### config.mk
export PLATFORM = sky130hd
export DESIGN_NAME = branch_resolve_unit
export DESIGN_NICKNAME = d
export VERILOG_FILES = /design/src/rtl/branch_resolve_unit.sv
export SDC_FILE = /design/constraint.sdc
export NUM_CORES = 1
export LEC_CHECK = 0
export CAP_MARGIN = 30
export CELL_PAD_IN_SITES_DETAIL_PLACEMENT = 1
export CELL_PAD_IN_SITES_GLOBAL_PLACEMENT = 1
export CORE_MARGIN = 2
export CORE_UTILIZATION = 34
export CTS_CLUSTER_SIZE = 10
export DETAILED_ROUTE_END_ITERATION = 8
export HOLD_SLACK_MARGIN = 0.08
export PLACE_DENSITY_LB_ADDON = 0.2
export SETUP_SLACK_MARGIN = 0.5
export SLEW_MARGIN = 30
export SYNTH_ARGS = -nofsm -noshare
export SYNTH_HDL_FRONTEND = slang
export SYNTH_SLANG_ARGS = --single-unit
export TNS_END_PERCENT = 20
### constraint.sdc
create_clock -name clk -period 2.94 [get_ports clk]
set_clock_uncertainty 0.2 [all_clocks]
set_input_delay 0.294 -clock clk [delete_from_list [all_inputs] [get_ports clk]]
set_output_delay 0.294 -clock clk [all_outputs]
set_load 0.03 [all_outputs]
### src/rtl/branch_resolve_unit.sv
// Branch resolution FSM: holds decode for a fixed number of stall cycles, then
// waits for valid flags, resolves the ccc condition and counts taken/not-taken.
module branch_resolve_unit #(
  parameter int         STALL_CYCLES = 1,
  parameter int         CNT_W        = 16,
  parameter logic [3:0] B_OP         = 4'hC,
  parameter logic [3:0] BR_OP        = 4'hD
) (
  input  logic             clk,
  input  logic             rst,
  input  logic [3:0]       opcode,
  input  logic [2:0]       C,
  input  logic [2:0]       flags,
  input  logic             flags_valid,
  input  logic             flush,
  output logic             stall_en,
  output logic             take_branch,
  output logic             branch_done,
  output logic [CNT_W-1:0] taken_cnt,
  output logic [CNT_W-1:0] not_taken_cnt,
  output logic [1:0]       o_dbg_state
);

  // Stall counter only ever holds values up to STALL_CYCLES-1.
  localparam int SC_W = (STALL_CYCLES > 1) ? $clog2(STALL_CYCLES) : 1;
  localparam logic [SC_W-1:0]  SC_LOAD = SC_W'(STALL_CYCLES - 1);
  localparam logic [SC_W-1:0]  SC_ONE  = SC_W'(1);
  localparam logic [CNT_W-1:0] CNT_ONE = CNT_W'(1);

  typedef enum logic [1:0] {
    S_IDLE  = 2'd0,
    S_STALL = 2'd1,
    S_EVAL  = 2'd2
  } state_t;

  state_t           r_state;
  state_t           w_next_state;
  logic [SC_W-1:0]  r_scnt;
  logic [SC_W-1:0]  w_scnt_next;
  logic [CNT_W-1:0] r_taken_cnt;
  logic [CNT_W-1:0] r_not_taken_cnt;
  logic             w_is_br;
  logic             w_cond_met;
  logic             w_z;
  logic             w_v;
  logic             w_n;

  assign w_z     = flags[2];
  assign w_v     = flags[1];
  assign w_n     = flags[0];
  assign w_is_br = (opcode == B_OP) | (opcode == BR_OP);

  always_comb begin
    w_cond_met = 1'b0;
    case (C)
      3'b000:  w_cond_met = ~w_z;
      3'b001:  w_cond_met = w_z;
      3'b010:  w_cond_met = ~w_z & ~w_n;
      3'b011:  w_cond_met = w_n;
      3'b100:  w_cond_met = w_z | (~w_z & ~w_n);
      3'b101:  w_cond_met = w_n | w_z;
      3'b110:  w_cond_met = w_v;
      default: w_cond_met = 1'b1;
    endcase
  end

  // rst and flush both silence the outputs; a squash (is_br dropping) returns to IDLE quietly.
  always_comb begin
    w_next_state = r_state;
    w_scnt_next  = r_scnt;
    stall_en     = 1'b0;
    take_branch  = 1'b0;
    branch_done  = 1'b0;
    if (rst || flush) begin
      w_next_state = S_IDLE;
    end else begin
      case (r_state)
        S_IDLE: begin
          if (w_is_br) begin
            stall_en     = 1'b1;
            w_scnt_next  = SC_LOAD;
            w_next_state = (STALL_CYCLES == 1) ? S_EVAL : S_STALL;
          end
        end
        S_STALL: begin
          if (!w_is_br) begin
            w_next_state = S_IDLE;
          end else begin
            stall_en    = 1'b1;
            w_scnt_next = r_scnt - SC_ONE;
            if (r_scnt == SC_ONE) w_next_state = S_EVAL;
          end
        end
        S_EVAL: begin
          if (!w_is_br) begin
            w_next_state = S_IDLE;
          end else if (flags_valid || (C == 3'b111)) begin
            branch_done  = 1'b1;
            take_branch  = w_cond_met;
            w_next_state = S_IDLE;
          end else begin
            stall_en = 1'b1;
          end
        end
        default: w_next_state = S_IDLE;
      endcase
    end
  end

  always_ff @(posedge clk) begin
    if (rst) begin
      r_state         <= S_IDLE;
      r_scnt          <= '0;
      r_taken_cnt     <= '0;
      r_not_taken_cnt <= '0;
    end else begin
      r_state <= w_next_state;
      r_scnt  <= w_scnt_next;
      // Statistics saturate at all-ones.
      if (branch_done) begin
        if (take_branch) begin
          if (r_taken_cnt != '1) r_taken_cnt <= r_taken_cnt + CNT_ONE;
        end else begin
          if (r_not_taken_cnt != '1) r_not_taken_cnt <= r_not_taken_cnt + CNT_ONE;
        end
      end
    end
  end

  assign taken_cnt     = r_taken_cnt;
  assign not_taken_cnt = r_not_taken_cnt;
  assign o_dbg_state   = r_state;

endmodule

# Word-level counts from Yosys, hierarchy flattened
# Cells that the tools add are included.
# word_totals
regBits	35
in_bits	14
out_inout_bits	37
# classes
eq_ne	17
bitwise_logic	8
reduce_logical	11
add_sub_neg	3
mux	23
# op_table
cell	count
16-bit by 1-bit adder with 16-bit output (second input constant)	2
16-bit inequality test (second input constant)	2
1-bit two-way mux	14
3-bit == test (second input constant)	4
2-bit two-way mux	5
3-bit AND reduction	3
4-bit == test (second input constant)	2
1-bit case mux with 7 select lines	1
3-bit by 2-bit == test with 1-bit output (second input constant)	2
3-bit inequality test (second input constant)	2
2-bit case mux with 3 select lines	1
2-bit inequality test (second input constant)	2
1-bit inverter	4
1-bit case mux with 2 select lines	2
4-bit AND reduction	1
2-bit OR reduction	2
3-bit by 1-bit == test with 1-bit output (second input constant)	1
3-bit logical NOT	1
1-bit bitwise OR	3
2-bit by 1-bit == test with 1-bit output (second input constant)	1
2-bit == test (second input constant)	1
2-bit logical NOT	1
1-bit logical OR	2
2-bit nonzero test	1
2 further kinds	2

# Logic depth before layout (Yosys ltp)
# Gate-level depths: netlist (run 1).
# depth
ltp_word	10
depth_mapped	10
mapped_depth_nobuf	7

# Least setup slack after synthesis (run 1)
# OpenSTA, ideal clock, no wires.
# synth_timing
path_type	input -> register
from	input rst
to	register r_taken_cnt[5] (netlist: taken_cnt[5])
n_path_buf	2
t_required_ps	2619
stages	8
arrival_time_ps	2137
slack_ps	482
cell_sequence	buf_2 > and4bb_2 > nand4_1 > inv_1 > nand3_1 > buf_2 > nor4_1 > mux2_2
# synth_via
elab_chain_len	3
elab_cells_between_ends	4
classes_between	mux: 2; reduce/logical: 2
# synth_lines
element	line_no	text
start, declared	10	input logic rst,
1-bit logical OR	74	if (rst || flush) begin
1-bit two-way mux	74	
via branch_done	18	output logic branch_done,
3-bit AND reduction (no source line)	n/a	
end signal, assigned	122	if (r_taken_cnt != '1) r_taken_cnt <= r_taken_cnt + CNT_ONE;
end, declared	40	logic [CNT_W-1:0] r_taken_cnt;
# The timed path passes the listed nets, and every way through them passes these cells.
# A chain may end at the register's enable or synchronous reset.

# Worst setup path in the final report (run 1)
# layout_timing
from	input C[1]
to	register r_not_taken_cnt[9] (netlist: not_taken_cnt[9])
# layout_via
elab_chain_len	8
elab_cells_between_ends	20
classes_between	eq/ne: 7; mux: 9; bitwise: 1; reduce/logical: 3
# layout_lines
element	line_no	text
start, declared	12	input logic [2:0] C,
3-bit == test (tied with other cells)	55	case (C)
1-bit case mux with 7 select lines or 1-bit logical OR (tied branches)	55, 97	
1-bit two-way mux	97	end else if (flags_valid || (C == 3'b111)) begin
1-bit two-way mux	95	if (!w_is_br) begin
1-bit two-way mux	77	case (r_state)
1-bit two-way mux	74	
1-bit inverter (no source line)	n/a	
3-bit AND reduction (no source line) (*)	n/a	
end signal, assigned	124	if (r_not_taken_cnt != '1) r_not_taken_cnt <= r_not_taken_cnt + CNT_ONE;
end, declared	41	logic [CNT_W-1:0] r_not_taken_cnt;
# Every way passes the cells marked *; elsewhere a longest branch is shown, timed or not.

==> impl_metrics.env, run 1 <==
export IMPL_dr_total_vias=1863
export IMPL_worst_pin_slew_ps=556
export IMPL_grt_overflow=0
export IMPL_nets=285
export IMPL_synth_edf_count=0
export IMPL_dp_slack_ps=46.8
export IMPL_syn_num_nets=232
export IMPL_max_freq_mhz=413
export IMPL_async_flop_share_pct=0
export IMPL_num_rows=26
export IMPL_setup_viol=0
export IMPL_synth_cells_most_frequent="dfxtp_1 (33), a21oi_1 (23), nand2_1 (15)"
export IMPL_worstPathRequired_ps=2930
export IMPL_synth_flop_cell="dfxtp_1"
export IMPL_finalWirelength_um=5090
export IMPL_min_path_cells=1
export IMPL_area_growth_syn_to_layout_pct=37.2
export IMPL_critPathKind="in2reg"
export IMPL_ant_nets=0
export IMPL_layout_min_cycle_time_ps=2420
export IMPL_grt_pass1_vias=1866
export IMPL_grt_pass1_wl_um=8950
export IMPL_place_port_buffers=48
export IMPL_fill_cells=631
export IMPL_worstPathArrival_ps=2410
export IMPL_post_drt_wl_per_cell_um=15.0
export IMPL_dr_pass1_iters=4
export IMPL_cts_tree="yes"
export IMPL_finalWeightedCongestion=0.783
export IMPL_syn_inst=216
export IMPL_vias_per_cell=5.48
export IMPL_cts_sinks=33
export IMPL_start_kind="primary input"
export IMPL_hold_buffers=0
export IMPL_power_leakage_nw=0.812
export IMPL_status="completed"
export IMPL_dieHeight_um=76.5
export IMPL_clockRootBuffer="clkbuf_8"
export IMPL_tns_ps=0
export IMPL_die_area_um2=5850
export IMPL_hold_path_class="reg2reg"
export IMPL_final_setup_worst_slack_ps=520
export IMPL_yosysTopAreaCell="dfxtp_1"
export IMPL_yosysSeqAreaShare_pct=37.0
export IMPL_fin_crit_sh_pct=82.3
export IMPL_netlist_area_um2=1790
export IMPL_yosys_top_cells_area="dfxtp_1 (37%), a21oi_1 (6.4%), nand4_1 (4.6%), or4_1 (4.2%), o31ai_1 (3.4%)"
export IMPL_start_util_pct=35.2
export IMPL_seq_area_um2=661
export IMPL_drv_slew=0
export IMPL_timing_final_hold_violations=0
export IMPL_placed_area_um2=2350
export IMPL_power_per_cell_area_nw_per_um2=343
export IMPL_drtIter0Drc=36
export IMPL_cts_buffer_depth=2
export IMPL_layout_drive_gt1_share_pct=12.2
export IMPL_ys_ff_latch=33
export IMPL_drc=0
export IMPL_synth_most_common_cell="dfxtp_1"
export IMPL_ys_warn_count=0
export IMPL_maxSlewHeadroom_pct=62.7
export IMPL_core_um2=5070
export IMPL_max_cap_violations=0
export IMPL_rr_worst_depth=6
export IMPL_grt_max_degree=36
export IMPL_crit_fanout=7
export IMPL_ys_types=47
export IMPL_endpoint_kind="flop"
export IMPL_hpwl_um=3600
export IMPL_fin_area_um2=2450
export IMPL_multi_input_area_um2=1050
export IMPL_io_pins=51
export IMPL_htree_levels=2
export IMPL_antenna_cells=0
export IMPL_rsz0062_at_grt="true"
export IMPL_peakVddDrop_mv=0.249
export IMPL_synth_avg_cell_area_um2=8.27
export IMPL_grtUsageTotal_pct=18.6
export IMPL_clk_pin_slew_ps=70
export IMPL_numCtsBuffers=5
export IMPL_dieWidth_um=76.5
export IMPL_grt_antenna_before_repair=0
export IMPL_insertion_delay_ps=290
export IMPL_synth_top_area_share_pct=37.0
[repair_timing]
action,in CTS,in global routing
pin swaps,1,0
setup endpoints to repair,11,11
setup buffers,1,0
gates resized for setup,4,1
[per-stage QoR]
| stage | std cells | utilization [%] | total power [mW] | hold WS [ps] |
|---|---|---|---|---|
| 2_1_floorplan | 216 | - | 0.479 | 269 |
| 3_3_place_gp | 331 | 46.3 | 0.505 | 271 |
| 3_5_place_dp | 331 | 46.3 | 0.506 | 277 |
| 4_1_cts | 340 | 48.2 | 0.849 | 288 |
| 5_1_grt | 340 | 48.3 | 0.872 | 316 |
| 6_report | 340 | 48.3 | 0.842 | 283 |
[critical path, stage by stage]
cell and delay (ps):
dlygate4sd2_1 260, or3b_1 380, a311o_1 410, buf_4 170
a211o_4 350, o311a_1 340, a31o_2 210
[routing by layer]
metal,routed length [um],global-route usage (%)
met5,0,0
met1,2460,24.9
met2,2400,29.8
met3,171,3.91
met4,57,5.82
[power breakdown]
part	switching, mW	internal [mW]
Combinational	0.0257	0.0232
Clock	0.182	0.164
Sequential	0.000216	0.447
Total	0.207	0.634
[layout make-up]
class	instances	share of cell area (%)
Multi-Input combinational cell	163	42.8
Sequential cell	33	27.0
Timing Repair Buffer	57	21.9
Tap cell	70	3.57
Clock buffer	6	2.96
Inverter	9	1.38
Clock inverter	2	0.408
[sequential cells by signal (all words and copies together) (netlist names)]
signal / cells
not_taken_cnt: 16
o_dbg_state: 1
taken_cnt: 16
[path summary, 6_finish.rpt]
| path | from | end | slack (ps) |
|---|---|---|---|
| max reg2reg | not_taken_cnt[4] | not_taken_cnt[11] | 650 |
| min reg2reg | o_dbg_state[1] | o_dbg_state[1] | 280 |
| max | C[1] | not_taken_cnt[9] | 520 |
| min | o_dbg_state[1] | o_dbg_state[1] | 280 |
[cells in the final DEF (no fill, tap or decap), types with 2 or more instances in the layout]
| master | count |
|---|---|
| and4_1 | 4 |
| a21oi_1 | 23 |
| nor2b_1 | 5 |
| o21ai_0 | 11 |
| inv_1 | 8 |
| a31o_2 | 2 |
| and3_1 | 5 |
| nand2_1 | 15 |
| dlygate4sd2_1 | 3 |
| clkinv_2 | 2 |
| nand3_1 | 11 |
| or4_1 | 10 |
| clkdlybuf4s50_1 | 42 |
| o41ai_1 | 2 |
| clkbuf_8 | 5 |
| o311ai_0 | 2 |
| nand3b_1 | 2 |
| mux2_2 | 5 |
| nand4_1 | 13 |
| dfxtp_1 | 33 |
| nor2_1 | 11 |
| o31ai_1 | 8 |
| buf_4 | 12 |
| ha_1 | 2 |
| or3_1 | 8 |
[kinds of logic (layout without fill, tap and decap cells)]
logic type	count (synthesis)	in the layout	share of synthesized area (%)
compound gates	59	59	21.4
xor+xnor	1	1	0.490
fa+ha+maj	2	2	1.40
buf+inv	20	74	5.04
flops	33	33	37.0
mux	6	6	3.71
other cells	1	1	0.210
simple gates	94	94	30.8
(Power assumes the default switching activity.)
==> inputs of run 2 (changes only) <==
--- a/config.mk
+++ b/config.mk
@@ -9,7 +9,7 @@
 export CELL_PAD_IN_SITES_DETAIL_PLACEMENT = 1
 export CELL_PAD_IN_SITES_GLOBAL_PLACEMENT = 1
 export CORE_MARGIN = 2
-export CORE_UTILIZATION = 34
+export CORE_UTILIZATION = 31
 export CTS_CLUSTER_SIZE = 10
 export DETAILED_ROUTE_END_ITERATION = 8
 export HOLD_SLACK_MARGIN = 0.08
==> constraint.sdc (replaced) <==
create_clock -name clk -period 2.05 [get_ports clk]
set_clock_uncertainty 0.2 [all_clocks]
set_input_delay 0.205 -clock clk [delete_from_list [all_inputs] [get_ports clk]]
set_output_delay 0.205 -clock clk [all_outputs]
set_load 0.03 [all_outputs]
==> run 2 against run 1 <==
  * The flow now finishes with violations (setup timing)
  * Sequential cell count is the same
  * First-iteration DRC count is 53% higher
  * Clock power up 51%
  * Non-clock buffer count up 48
  * Die area rose by 9.2%
  * Cell area up 24%
  * Via count rose by 14%
  * Worst setup slack worse by 530 ps
  * Critical endpoint is now not_taken_cnt[8]
  * Largest cell class unchanged
  * Largest power group unchanged
==> impl_metrics.env, run 2 (synthesis results as in run 1) <==
export IMPL_num_rows=27
export IMPL_status="complete, but fails checks"
export IMPL_power_leakage_nw=1.18
export IMPL_max_cap_violations=0
export IMPL_layout_drive_gt1_share_pct=48.6
export IMPL_drtIter0Drc=55
export IMPL_setup_viol=1
export IMPL_clockRootBuffer="clkbuf_8"
export IMPL_layout_commonest_cell="buf_4"
export IMPL_place_port_buffers=48
export IMPL_die_area_um2=6390
export IMPL_grt_overflow=0
export IMPL_drv_slew=0
export IMPL_max_freq_mhz=485
export IMPL_io_pins=51
export IMPL_finalWirelength_um=6790
export IMPL_busiest_layer="met2"
export IMPL_rsz0062_at_grt="true"
export IMPL_pwr_share_clk_pct=41.1
export IMPL_worstPathRequired_ps=2070
export IMPL_grt_antenna_before_repair=0
export IMPL_hpwl_um=4090
export IMPL_vias_per_cell=5.44
export IMPL_power_per_cell_area_nw_per_um2=417
export IMPL_fill_cells=665
export IMPL_dieWidth_um=79.9
export IMPL_power_mw=1.27
export IMPL_pwr_share_seq_pct=50.5
export IMPL_dieHeight_um=79.9
export IMPL_post_drt_wl_per_cell_um=17.4
export IMPL_p_comb_share_pct=8.4
export IMPL_dr_total_vias=2115
export IMPL_crit_fanout=6
export IMPL_worstPathArrival_ps=2080
export IMPL_final_cell_mix="buf_4 (42), buf_6 (21), a21oi_1 (20), dfxtp_1 (19), clkbuf_2 (17)"
export IMPL_grtUsageTotal_pct=21.0
export IMPL_grt_pass1_wl_um=10400
export IMPL_grt_max_degree=36
export IMPL_hold_buffers=0
export IMPL_drc=0
export IMPL_grt_use_met2_pct=35.6
export IMPL_grt_pass1_vias=2133
export IMPL_whs_ps=117
export IMPL_fin_crit_sh_pct=100
export IMPL_power_switching_mw=0.309
export IMPL_antenna_cells=0
export IMPL_nets=333
export IMPL_tns_ps=-9.78
export IMPL_switching_share_pct=24.3
export IMPL_violations="setup timing"
export IMPL_htree_levels=2
export IMPL_cts_sinks=33
export IMPL_gr_usage_met1_pct=27.2
export IMPL_start_kind="primary input"
export IMPL_met3_usage_pct=3.73
export IMPL_cts_buffer_depth=2
export IMPL_final_setup_worst_slack_ps=-9.78
export IMPL_area_growth_syn_to_layout_pct=70.6
export IMPL_insertion_delay_ps=290
export IMPL_core_um2=5540
export IMPL_cts_tree="yes"
export IMPL_numCtsBuffers=5
export IMPL_finalWeightedCongestion=0.716
export IMPL_intPower_mw=0.961
export IMPL_ant_nets=0
export IMPL_timing_final_hold_violations=0
export IMPL_hold_path_class="in2reg"
export IMPL_peakVddDrop_mv=0.254
export IMPL_layout_min_cycle_time_ps=2060
export IMPL_critPathKind="in2reg"
export IMPL_clk_pin_slew_ps=70
export IMPL_start_util_pct=32.2
export IMPL_dr_pass1_iters=4
export IMPL_endpoint_kind="flop"
[run 2: critical path: stages]
cell,delay [ps]
buf_6,100
buf_6,110
buf_6,110
nor4b_4,320
a31oi_4,80
buf_6,150
a211o_4,360
or4_1,490
a21oi_1,140
[run 2: layer usage]
| layer | wire length [um] | share of wire [%] |
|---|---|---|
| met1 | 3090 | 46 |
| met2 | 3340 | 49 |
| met3 | 286 | 4.2 |
| met4 | 70 | 1.0 |
| met5 | 0 | 0 |
[run 2: stage by stage]
stage | instances | instance area (um2) | setup WS (ps) | util [%]
after floorplan | 216 | 1830 | -66.7 | -
after global placement | 365 | 2630 | -637 | 47.4
after detailed placement | 365 | 2630 | -690 | 47.4
after CTS | 383 | 2950 | -58.8 | 53.2
after global routing | 389 | 3050 | -50.2 | 55.0
final | 389 | 3050 | -9.78 | 55.0
[run 2: path summary, 6_finish.rpt]
kind | startpoint | slack [ps] | end | cells after the start
max | flags[2] | -10 | not_taken_cnt[8] | 9
min | opcode[1] | 120 | o_dbg_state[1] | 4
max reg2reg | not_taken_cnt[1] | 60 | not_taken_cnt[11] | 7
min reg2reg | not_taken_cnt[6] | 310 | not_taken_cnt[6] | 2
[run 2: what timing repair did]
action | in CTS | in global routing
endpoints found under the setup margin | 68 | 54
setup buffers | 11 | 6
gates resized for setup | 142 | 58
endpoints found under the hold margin | 0 | 0
pin swaps | 43 | 22
[run 2: cell type report]
| type | instances | area [um2] | share of cell area [%] |
|---|---|---|---|
| timing repair buffer | 105 | 872 | 28.6 |
| sequential | 33 | 678 | 22.2 |
| tap | 72 | 90.1 | 2.96 |
| clock buffer | 7 | 86.3 | 2.83 |
| multi-input combinational | 163 | 1280 | 42.1 |
| inverter | 9 | 37.5 | 1.23 |
[run 2: power by group through the flow]
stage	Combinational (mW)	Clock [mW]	Sequential [mW]
3_3_place_gp	0.0787	0	0.656
2_1_floorplan	0.0334	0	0.657
3_5_place_dp	0.0807	0	0.656
6_report	0.107	0.522	0.641
4_1_cts	0.0897	0.531	0.641
5_1_grt	0.113	0.563	0.641
